$ cat src/rtl/atomrvcore_iccm_loader.sv
// atomrvcore_iccm_loader: boot byte-stream loader that assembles little-endian words into ICCM writes
module atomrvcore_iccm_loader #(
  parameter int                   DATAWIDTH = 32,
  parameter logic [DATAWIDTH-1:0] BASE_ADDR = '0,
  parameter int                   MAX_WORDS = 1024
) (
  input  logic                 clk_i,
  input  logic                 rst_ni,
  input  logic                 load_req_i,
  input  logic [7:0]           byte_i,
  input  logic                 byte_valid_i,
  output logic                 byte_ready_o,
  output logic                 iccm_we_o,
  output logic [DATAWIDTH-1:0] iccm_addr_o,
  output logic [DATAWIDTH-1:0] iccm_wdata_o,
  output logic                 PCrst_o,
  output logic                 done_o,
  output logic                 err_o
);
  localparam int KW = $clog2(MAX_WORDS + 1);
  typedef enum logic [2:0] {IDLE, HDR, DATA, WRITE, DONE, ERR} state_e;
  state_e               state_q, state_d;
  logic [1:0]           bcnt_q, bcnt_d;
  logic [DATAWIDTH-1:0] sh_q, sh_d, sh_in;
  logic [DATAWIDTH-1:0] addr_q, addr_d, wdata_q, wdata_d;
  logic [KW-1:0]        k_q, k_d, n_q, n_d;
  logic                 ready_q, ready_d, we_q, we_d, done_q, done_d, err_q, err_d, pcrst_q, pcrst_d;
  logic                 accept;
  always_comb begin
    accept  = byte_valid_i & ready_q;
    sh_in   = {byte_i, sh_q[DATAWIDTH-1:8]};
    state_d = state_q;
    bcnt_d  = bcnt_q;
    sh_d    = sh_q;
    addr_d  = addr_q;
    wdata_d = wdata_q;
    k_d     = k_q;
    n_d     = n_q;
    case (state_q)
      IDLE, DONE, ERR: if (load_req_i) begin
        state_d = HDR;
        bcnt_d  = '0;
        k_d     = '0;
        addr_d  = BASE_ADDR;
      end
      HDR: if (accept) begin
        sh_d   = sh_in;
        bcnt_d = bcnt_q + 2'd1;
        if (bcnt_q == 2'd3) begin
          n_d     = KW'(sh_in);
          state_d = (sh_in == '0) ? DONE : (sh_in > DATAWIDTH'(MAX_WORDS)) ? ERR : DATA;
        end
      end
      DATA: if (accept) begin
        sh_d   = sh_in;
        bcnt_d = bcnt_q + 2'd1;
        if (bcnt_q == 2'd3) begin
          wdata_d = sh_in;
          state_d = WRITE;
        end
      end
      WRITE: begin
        k_d     = k_q + KW'(1);
        addr_d  = addr_q + DATAWIDTH'(4);
        state_d = (k_d == n_q) ? DONE : DATA;
      end
      default: state_d = IDLE;
    endcase
    // outputs are decoded from the next state so they appear together with it
    ready_d = (state_d == HDR) || (state_d == DATA);
    we_d    = state_d == WRITE;
    done_d  = state_d == DONE;
    err_d   = state_d == ERR;
    pcrst_d = state_d != DONE;
  end
  always_ff @(posedge clk_i or negedge rst_ni) begin
    if (!rst_ni) begin
      state_q <= IDLE;
      bcnt_q  <= '0;
      sh_q    <= '0;
      addr_q  <= BASE_ADDR;
      wdata_q <= '0;
      k_q     <= '0;
      n_q     <= '0;
      ready_q <= 1'b0;
      we_q    <= 1'b0;
      done_q  <= 1'b0;
      err_q   <= 1'b0;
      pcrst_q <= 1'b1;
    end else begin
      state_q <= state_d;
      bcnt_q  <= bcnt_d;
      sh_q    <= sh_d;
      addr_q  <= addr_d;
      wdata_q <= wdata_d;
      k_q     <= k_d;
      n_q     <= n_d;
      ready_q <= ready_d;
      we_q    <= we_d;
      done_q  <= done_d;
      err_q   <= err_d;
      pcrst_q <= pcrst_d;
    end
  end
  assign byte_ready_o = ready_q;
  assign iccm_we_o    = we_q;
  assign iccm_addr_o  = addr_q;
  assign iccm_wdata_o = wdata_q;
  assign PCrst_o      = pcrst_q;
  assign done_o       = done_q;
  assign err_o        = err_q;
endmodule

$ cat config.mk
export PLATFORM = sky130hd
export DESIGN_NAME = atomrvcore_iccm_loader
export DESIGN_NICKNAME = d
export VERILOG_FILES = /design/src/rtl/atomrvcore_iccm_loader.sv
export SDC_FILE = /design/constraint.sdc
export NUM_CORES = 1
export LEC_CHECK = 0
export CAP_MARGIN = 15
export CORE_MARGIN = 2
export CORE_UTILIZATION = 49
export CTS_CLUSTER_DIAMETER = 80
export DETAILED_ROUTE_END_ITERATION = 8
export GPL_ROUTABILITY_DRIVEN = 1
export PLACE_DENSITY = 0.75
export SLEW_MARGIN = 5
export SYNTH_ARGS = -nofsm -noshare
export SYNTH_HDL_FRONTEND = slang
export SYNTH_SLANG_ARGS = --single-unit
$ cat constraint.sdc
create_clock -name clk_i -period 2.4 [get_ports clk_i]
set_clock_uncertainty 0.2 [all_clocks]
set_input_delay 0.72 -clock clk_i [delete_from_list [all_inputs] [get_ports clk_i]]
set_output_delay 0.72 -clock clk_i [all_outputs]
set_load 0.01 [all_outputs]
==> impl_metrics.csv, run 1 <==
group,metric,value,unit
status,status,"completed",
drt,drcViolationCount,0,
sta,tightest_slew,0.6308,ns
place,place_congestion,0.8270,
critical_path,crit_buf_inv,1,
cts,cts_buffers,17,
worst_hold_path,hold_path.class,"in -> async",
logic_synthesis,yosysMostFrequentCell,"nand2_1",
cts,clock-sinks,118,
sta,rsz0062_at_grt,"no",
drt,vias,4568,
sta,finalHoldViolations,0,
power,power_density,1135,nW/um2
final_layout,seq_area,2964,um2
cts,cts.path.max_buffers,2,
cts,path_clk_slew,0.06,ns
final_layout,diodes,0,
logic_synthesis,ys.flop_type,"dfrtp_1",
final_layout,drive_gt1_share,21.33,%
final_layout,final_cell_area,7441,um2
final_layout,fin_cells,815,
final_layout,nFillCells,819,
global_routing,grt_max_degree,119,
sta,relSlewSlack,57.94,%
critical_path,crit_type,"reg -> out",
critical_path,worst_setup_path_end_kind,"output port",
global_routing,grt_pass1_vias,4617,
sta,setup-violations-final,0,
critical_path,start_kind,"flip-flop",
place,place_hpwl,8800,um
logic_synthesis,synth_top_area_share,53.72,%
cts,cts-root-buf,"clkbuf_8",
sta,timing.final.ws_setup,0.05428,ns
final_layout,synthToLayoutAreaGrowth,36.52,%
drt,vias_per_cell,5.605,
power,vdd_drop_max,0.7542,mV
final_layout,multiInputGateArea,2445,um2
critical_path,cp_max_fo,2,
floorplan,start_util,50.28,%
power,seq_power_share,39.9,%
power,pwr-share-clk,32.8,%
power,switching_share,32.76,%
power,power,8.444,mW
place,post_dp_cell_area,6613,um2
power,internal-power,5.678,mW
logic_synthesis,syn_area,5450,um2
drt,ant_nets,0,
logic_synthesis,yosys-top-cells-area,"dfrtp_1 54%, nand2_1 9.1%, mux2_2 7.2%, o21ai_0 4.3%, nand3_1 1.9%",
drt,wl_per_cell,16.81,um
logic_synthesis,yosys_warnings,0,
drt,drt_iter0_drc,333,
logic_synthesis,ys_seq_area_share,54.20,%
critical_path,cpMaxStageDelayCell,"clkdlybuf4s50_1",
floorplan,die_x,109.5,um
place,place_inst,770,
critical_path,crit_family,"buffers and inverters",
logic_synthesis,synth_area_per_cell,10.04,um2
floorplan,io_pins,81,
global_routing,grt_use_total,24.40,%
floorplan,rows,38,
critical_path,required,1.48,ns
critical_path,crit_chain,"clkdlybuf4s50_1",
run,maxCapViolCount,0,
floorplan,die_area,11980,um2
drt,firstDrtPassIters,5,
logic_synthesis,ys_ff_latch,118,
cts,cts_tree,"yes",
power,combPwrFrac,27.3,%
global_routing,grt_pass1_wl,22340,um
cts,clk_latency,0.54,ns
power,power_leakage,3.809,nW
floorplan,die_h,109.5,um
critical_path,critical_path_arrival,1.43,ns
logic_synthesis,synth_edf_count,0,
final_layout,final_util,68.64,%
sta,fmax,0.4263,GHz
logic_synthesis,async_reset_ff_share,100.0,%
sta,finalCritPeriodShare,97.74,%
logic_synthesis,yosysUniqueCellTypes,59,
drt,drt_wl_total,13700,um
sta,final_max_slew_viol_count,0,
place,dp_slack,-0.5617,ns
sta,period_needed,2.346,ns
critical_path,rrSetupSlack,0.08,ns
cts,h-tree-depth,4,
global_routing,grt_overflow,0,
place,port_buffers,78,
floorplan,core_area,10840,um2
final_layout,nets,677,
logic_synthesis,yosys-top-cells-count,"132 x nand2_1, 117 x dfrtp_1, 47 x o21ai_0",
power,p_sw,2.767,mW
critical_path,crit_path_max_incr_delay,0.54,ns
logic_synthesis,yosys.area.top_type,"dfrtp_1",
logic_synthesis,synthCells,543,
global_routing,antenna_found_initial,0,
per-layer routing:
layer / wire, um / global-route usage (%)
met1: 5710 / 30.19
met2: 6744 / 39.29
met3: 928 / 8.180
met4: 317 / 10.13
met5: 0 / 0
timing repair:
action,4_1_cts,5_1_grt
pin swaps,0,8
setup buffers,10,3
hold endpoints to repair,0,0
hold buffers,0,0
gates resized for setup,29,34
endpoints found under the setup margin,36,31
layout make-up:
type | count | share of cell area, %
Inverter | 3 | 0.1513
Multi-Input combinational cell | 395 | 32.86
Tap cell | 140 | 2.354
Timing Repair Buffer | 127 | 16.21
Clock buffer | 17 | 5.566
Sequential cell | 118 | 39.84
Clock inverter | 15 | 3.027
registers in the layout, summed over array words and instances (netlist names):
| name | flops |
|---|---|
| bcnt_q | 2 |
| k_q | 11 |
| PCrst_o | 1 |
| state_q | 3 |
| sh_q | 24 |
| err_o | 1 |
| byte_ready_o | 1 |
| iccm_wdata_o | 32 |
| done_o | 1 |
| iccm_we_o | 1 |
| iccm_addr_o | 30 |
| n_q | 11 |
power by group through the flow:
| stage | Clock (mW) | Sequential, mW | Combinational, mW |
|---|---|---|---|
| 2_1_floorplan | 0 | 3.26 | 1.28 |
| 3_3_place_gp | 0 | 3.36 | 2.13 |
| 3_5_place_dp | 0 | 3.41 | 2.23 |
| 4_1_cts | 2.81 | 3.34 | 2.29 |
| 5_1_grt | 2.91 | 3.47 | 2.52 |
| 6_report | 2.77 | 3.37 | 2.30 |
stage by stage:
step / TNS, ns / hold slack [ns]
4_1_cts: 0 / 0.09842
6_report: 0 / 0.06338
5_1_grt: 0 / 0.1085
3_5_place_dp: -6.263 / 0.2612
2_1_floorplan: -0.01775 / 0.2244
3_3_place_gp: -4.955 / 0.2594
placed cells by master, fill, tap and decap left out, types with 6 or more instances in the layout:
cell,instances
nand2_1,132
dfrtp_1,109
o21ai_0,47
buf_4,47
mux2_2,35
clkdlybuf4s50_1,32
dlygate4sd2_1,24
nand3_1,21
dlymetal6s2s_1,21
nor2_1,19
clkbuf_16,16
nand4_1,11
o31ai_1,10
and3_1,9
mux2i_1,9
dfrtp_2,8
nor3_1,7
xor2_1,7
a21oi_1,7
xnor2_1,6
a31oi_1,6
kinds of logic after synthesis:
family	after synthesis	synth area share, %
XOR/XNOR	14	2.250
buffers and inverters	31	2.318
flip-flops	118	54.20
AND/OR/NAND/NOR	238	20.48
multiplexers	44	8.884
adder cells (fa/ha/maj)	3	0.6888
AO/OA/AOI/OAI	94	11.11
other	1	0.06880
path summary, 6_finish.rpt:
| check | from | end | cells after the start |
|---|---|---|---|
| max | iccm_addr_o[16] | iccm_addr_o[16] | 1 |
| min | rst_ni | k_q[7] | 2 |
| max reg2reg | k_q[1] | state_q[2] | 9 |
| min reg2reg | iccm_wdata_o[6] | iccm_wdata_o[6] | 2 |
| max in group asynchronous | rst_ni | iccm_addr_o[23] | 2 |
| min in group clk_i | iccm_wdata_o[6] | iccm_wdata_o[6] | 2 |
Power figures use the tool's default switching activity.
==> inputs of run 2 (changes only) <==
- HOLD_SLACK_MARGIN: not set -> 0.15
- TNS_END_PERCENT: not set -> 10
==> run 2 against run 1 <==
  * Count of clock-buffer cells in the layout stayed put
  * Non-clock buffer count shrank 10
  * Via count shrank 0.61%
  * Register-to-register slack hardly changed
  * Sequential power increased by 1%
  * Highest routed layer unchanged
  * Cell count shrank 1.2%
  * Die area is the same
  * Hold slack gained 0.21 ns
  * Maximum frequency is essentially flat
  * Combinational power shrank 8%
==> impl_metrics.csv, run 2 (synthesis results as in run 1) <==
group,metric,value,unit
final_layout,final_cell_area,7341,um2
sta,finalCritPeriodShare,97.77,%
cts,cts_buffers,17,
final_layout,layout_common_cells,"132 x nand2_1, 111 x dfrtp_1, 47 x o21ai_0",
floorplan,rows,38,
critical_path,required,1.48,ns
global_routing,grt.busiest_layer,"met2",
floorplan,start_util,50.28,%
critical_path,crit_chain,"clkdlybuf4s50_1",
drt,vias,4540,
cts,cts.path.max_buffers,2,
sta,final_max_slew_viol_count,0,
critical_path,crit_type,"reg -> out",
critical_path,r2r_start,"k_q[6]",
run,maxCapViolCount,0,
power,pwr-share-clk,33.4,%
power,power_density,1131,nW/um2
floorplan,core_area,10840,um2
critical_path,worst_setup_path_end_kind,"output port",
critical_path,critical_path_arrival,1.43,ns
global_routing,use_met1,30.32,%
critical_path,cp-startpoint,"iccm_wdata_o[24]",
sta,setup-violations-final,0,
power,power_leakage,3.744,nW
critical_path,crit_buf_inv,1,
place,place_congestion,0.8270,
sta,hold_slack,0.2716,ns
floorplan,die_h,109.5,um
drt,drt_wl_total,13540,um
critical_path,endpoint,"iccm_wdata_o[24]",
sta,finalHoldViolations,0,
sta,fin_tns_setup,0,ns
place,port_buffers,78,
drt,drcViolationCount,0,
sta,fmax,0.4262,GHz
power,internal-power,5.569,mW
critical_path,rr_endpoint,"state_q[1]",
final_layout,nFillCells,825,
critical_path,start_kind,"flip-flop",
global_routing,grt_pass1_vias,4552,
drt,drt_iter0_drc,329,
cts,clock-sinks,118,
global_routing,grt_overflow,0,
final_layout,nets,667,
cts,path_clk_slew,0.06,ns
critical_path,rrSetupSlack,0.08,ns
place,post_dp_cell_area,6613,um2
critical_path,cp.depth,1,
power,switching_share,32.92,%
critical_path,reg2regPathDepth,6,
sta,period_needed,2.346,ns
final_layout,diodes,0,
cts,h-tree-depth,4,
global_routing,antenna_found_initial,0,
critical_path,cp_max_fo,2,
final_layout,layout_commonest_cell,"nand2_1",
floorplan,die_x,109.5,um
drt,wl_per_cell,16.82,um
final_layout,drive_gt1_share,19.55,%
final_layout,final_util,67.72,%
status,status,"completed",
power,seq_power_share,41.1,%
cts,cts_tree,"yes",
critical_path,crit_path_max_incr_delay,0.54,ns
sta,rsz0062_at_grt,"yes",
place,place_hpwl,8800,um
worst_hold_path,hold_path.class,"reg -> reg",
cts,clk_latency,0.54,ns
global_routing,grt_pass1_wl,22180,um
power,combPwrFrac,25.6,%
critical_path,crit_family,"buffers and inverters",
cts,cts-root-buf,"clkbuf_8",
floorplan,die_area,11980,um2
global_routing,grt_max_degree,119,
drt,ant_nets,0,
power,vdd_drop_max,0.7533,mV
final_layout,synthToLayoutAreaGrowth,34.69,%
drt,vias_per_cell,5.640,
global_routing,use_met2,38.49,%
global_routing,grt_use_total,24.21,%
drt,firstDrtPassIters,7,
final_layout,largest_reg_flops,32,
global_routing,use_met3,8.180,%
sta,relSlewSlack,58.43,%
critical_path,cpMaxStageDelayCell,"clkdlybuf4s50_1",
power,p_sw,2.733,mW
sta,tightest_slew,0.6236,ns
floorplan,io_pins,81,
run 2: cell types whose count changed in the layout (fill, tap and decap cells not counted), sizes merged:
cell           previous run  this run
dlygate4sd2              24        33
dlygate4sd3               0         1
dlymetal6s2s             21        18
clkdlybuf4s50            32        26
buf                      50        39
run 2: cell type report:
type	count	area [um2]	share of cell area, %
sequential	118	2962	40.34
multi-input combinational	395	2439	33.22
timing repair buffer	117	1115	15.19
clock buffer	17	414.1	5.642
clock inverter	15	225.2	3.068
tap	140	175.2	2.386
inverter	3	11.26	0.1534
run 2: through the flow:
step	worst slack (ns)	power, mW	std cells
floorplan	-0.01775	4.543	544
global placement	-0.5173	5.488	770
detailed placement	-0.5617	5.632	770
CTS	0.0004903	8.315	803
global route	-0.005516	8.765	805
finish	0.05353	8.302	805
run 2: routing by layer:
layer  routed length (um)  up-vias
li1                     -     2146
met1                 5679     2222
met2                 6669      148
met3                  910       24
met4                  278        0
met5                    0        -
run 2: worst min-delay path by stage:
stage	start	end	slack, ns	depth (start not counted)
final	iccm_wdata_o[6]	iccm_wdata_o[6]	0.27	2
after global routing	iccm_addr_o[31]	iccm_addr_o[31]	0.30	1
after CTS	iccm_wdata_o[6]	iccm_wdata_o[6]	0.28	2
after detailed placement	iccm_wdata_o[30]	iccm_wdata_o[30]	0.26	2
after global placement	iccm_wdata_o[10]	iccm_wdata_o[10]	0.26	2
after floorplan	rst_ni	bcnt_q[0]	0.22	0
run 2: power groups by stage:
stage               clock network [mW]  registers [mW]  logic [mW]
floorplan                            0            3.26        1.28
global placement                     0            3.36        2.13
detailed placement                   0            3.41        2.23
CTS                               2.81            3.38        2.12
global route                      2.91            3.52        2.34
finish                            2.77            3.41        2.12
run 2: what timing repair did:
action                                  CTS  global route
hold buffers                              1             0
gates resized for setup                  38            28
hold endpoints to repair                117             0
pin swaps                                 0             6
endpoints found under the setup margin   36            26
setup buffers                             0             2
==> inputs of run 3 (changes only) <==
- CAP_MARGIN: 15 -> 10
==> results of run 3 <==
Same layout as run 2: the final DEF is identical, and so are final timing and power.
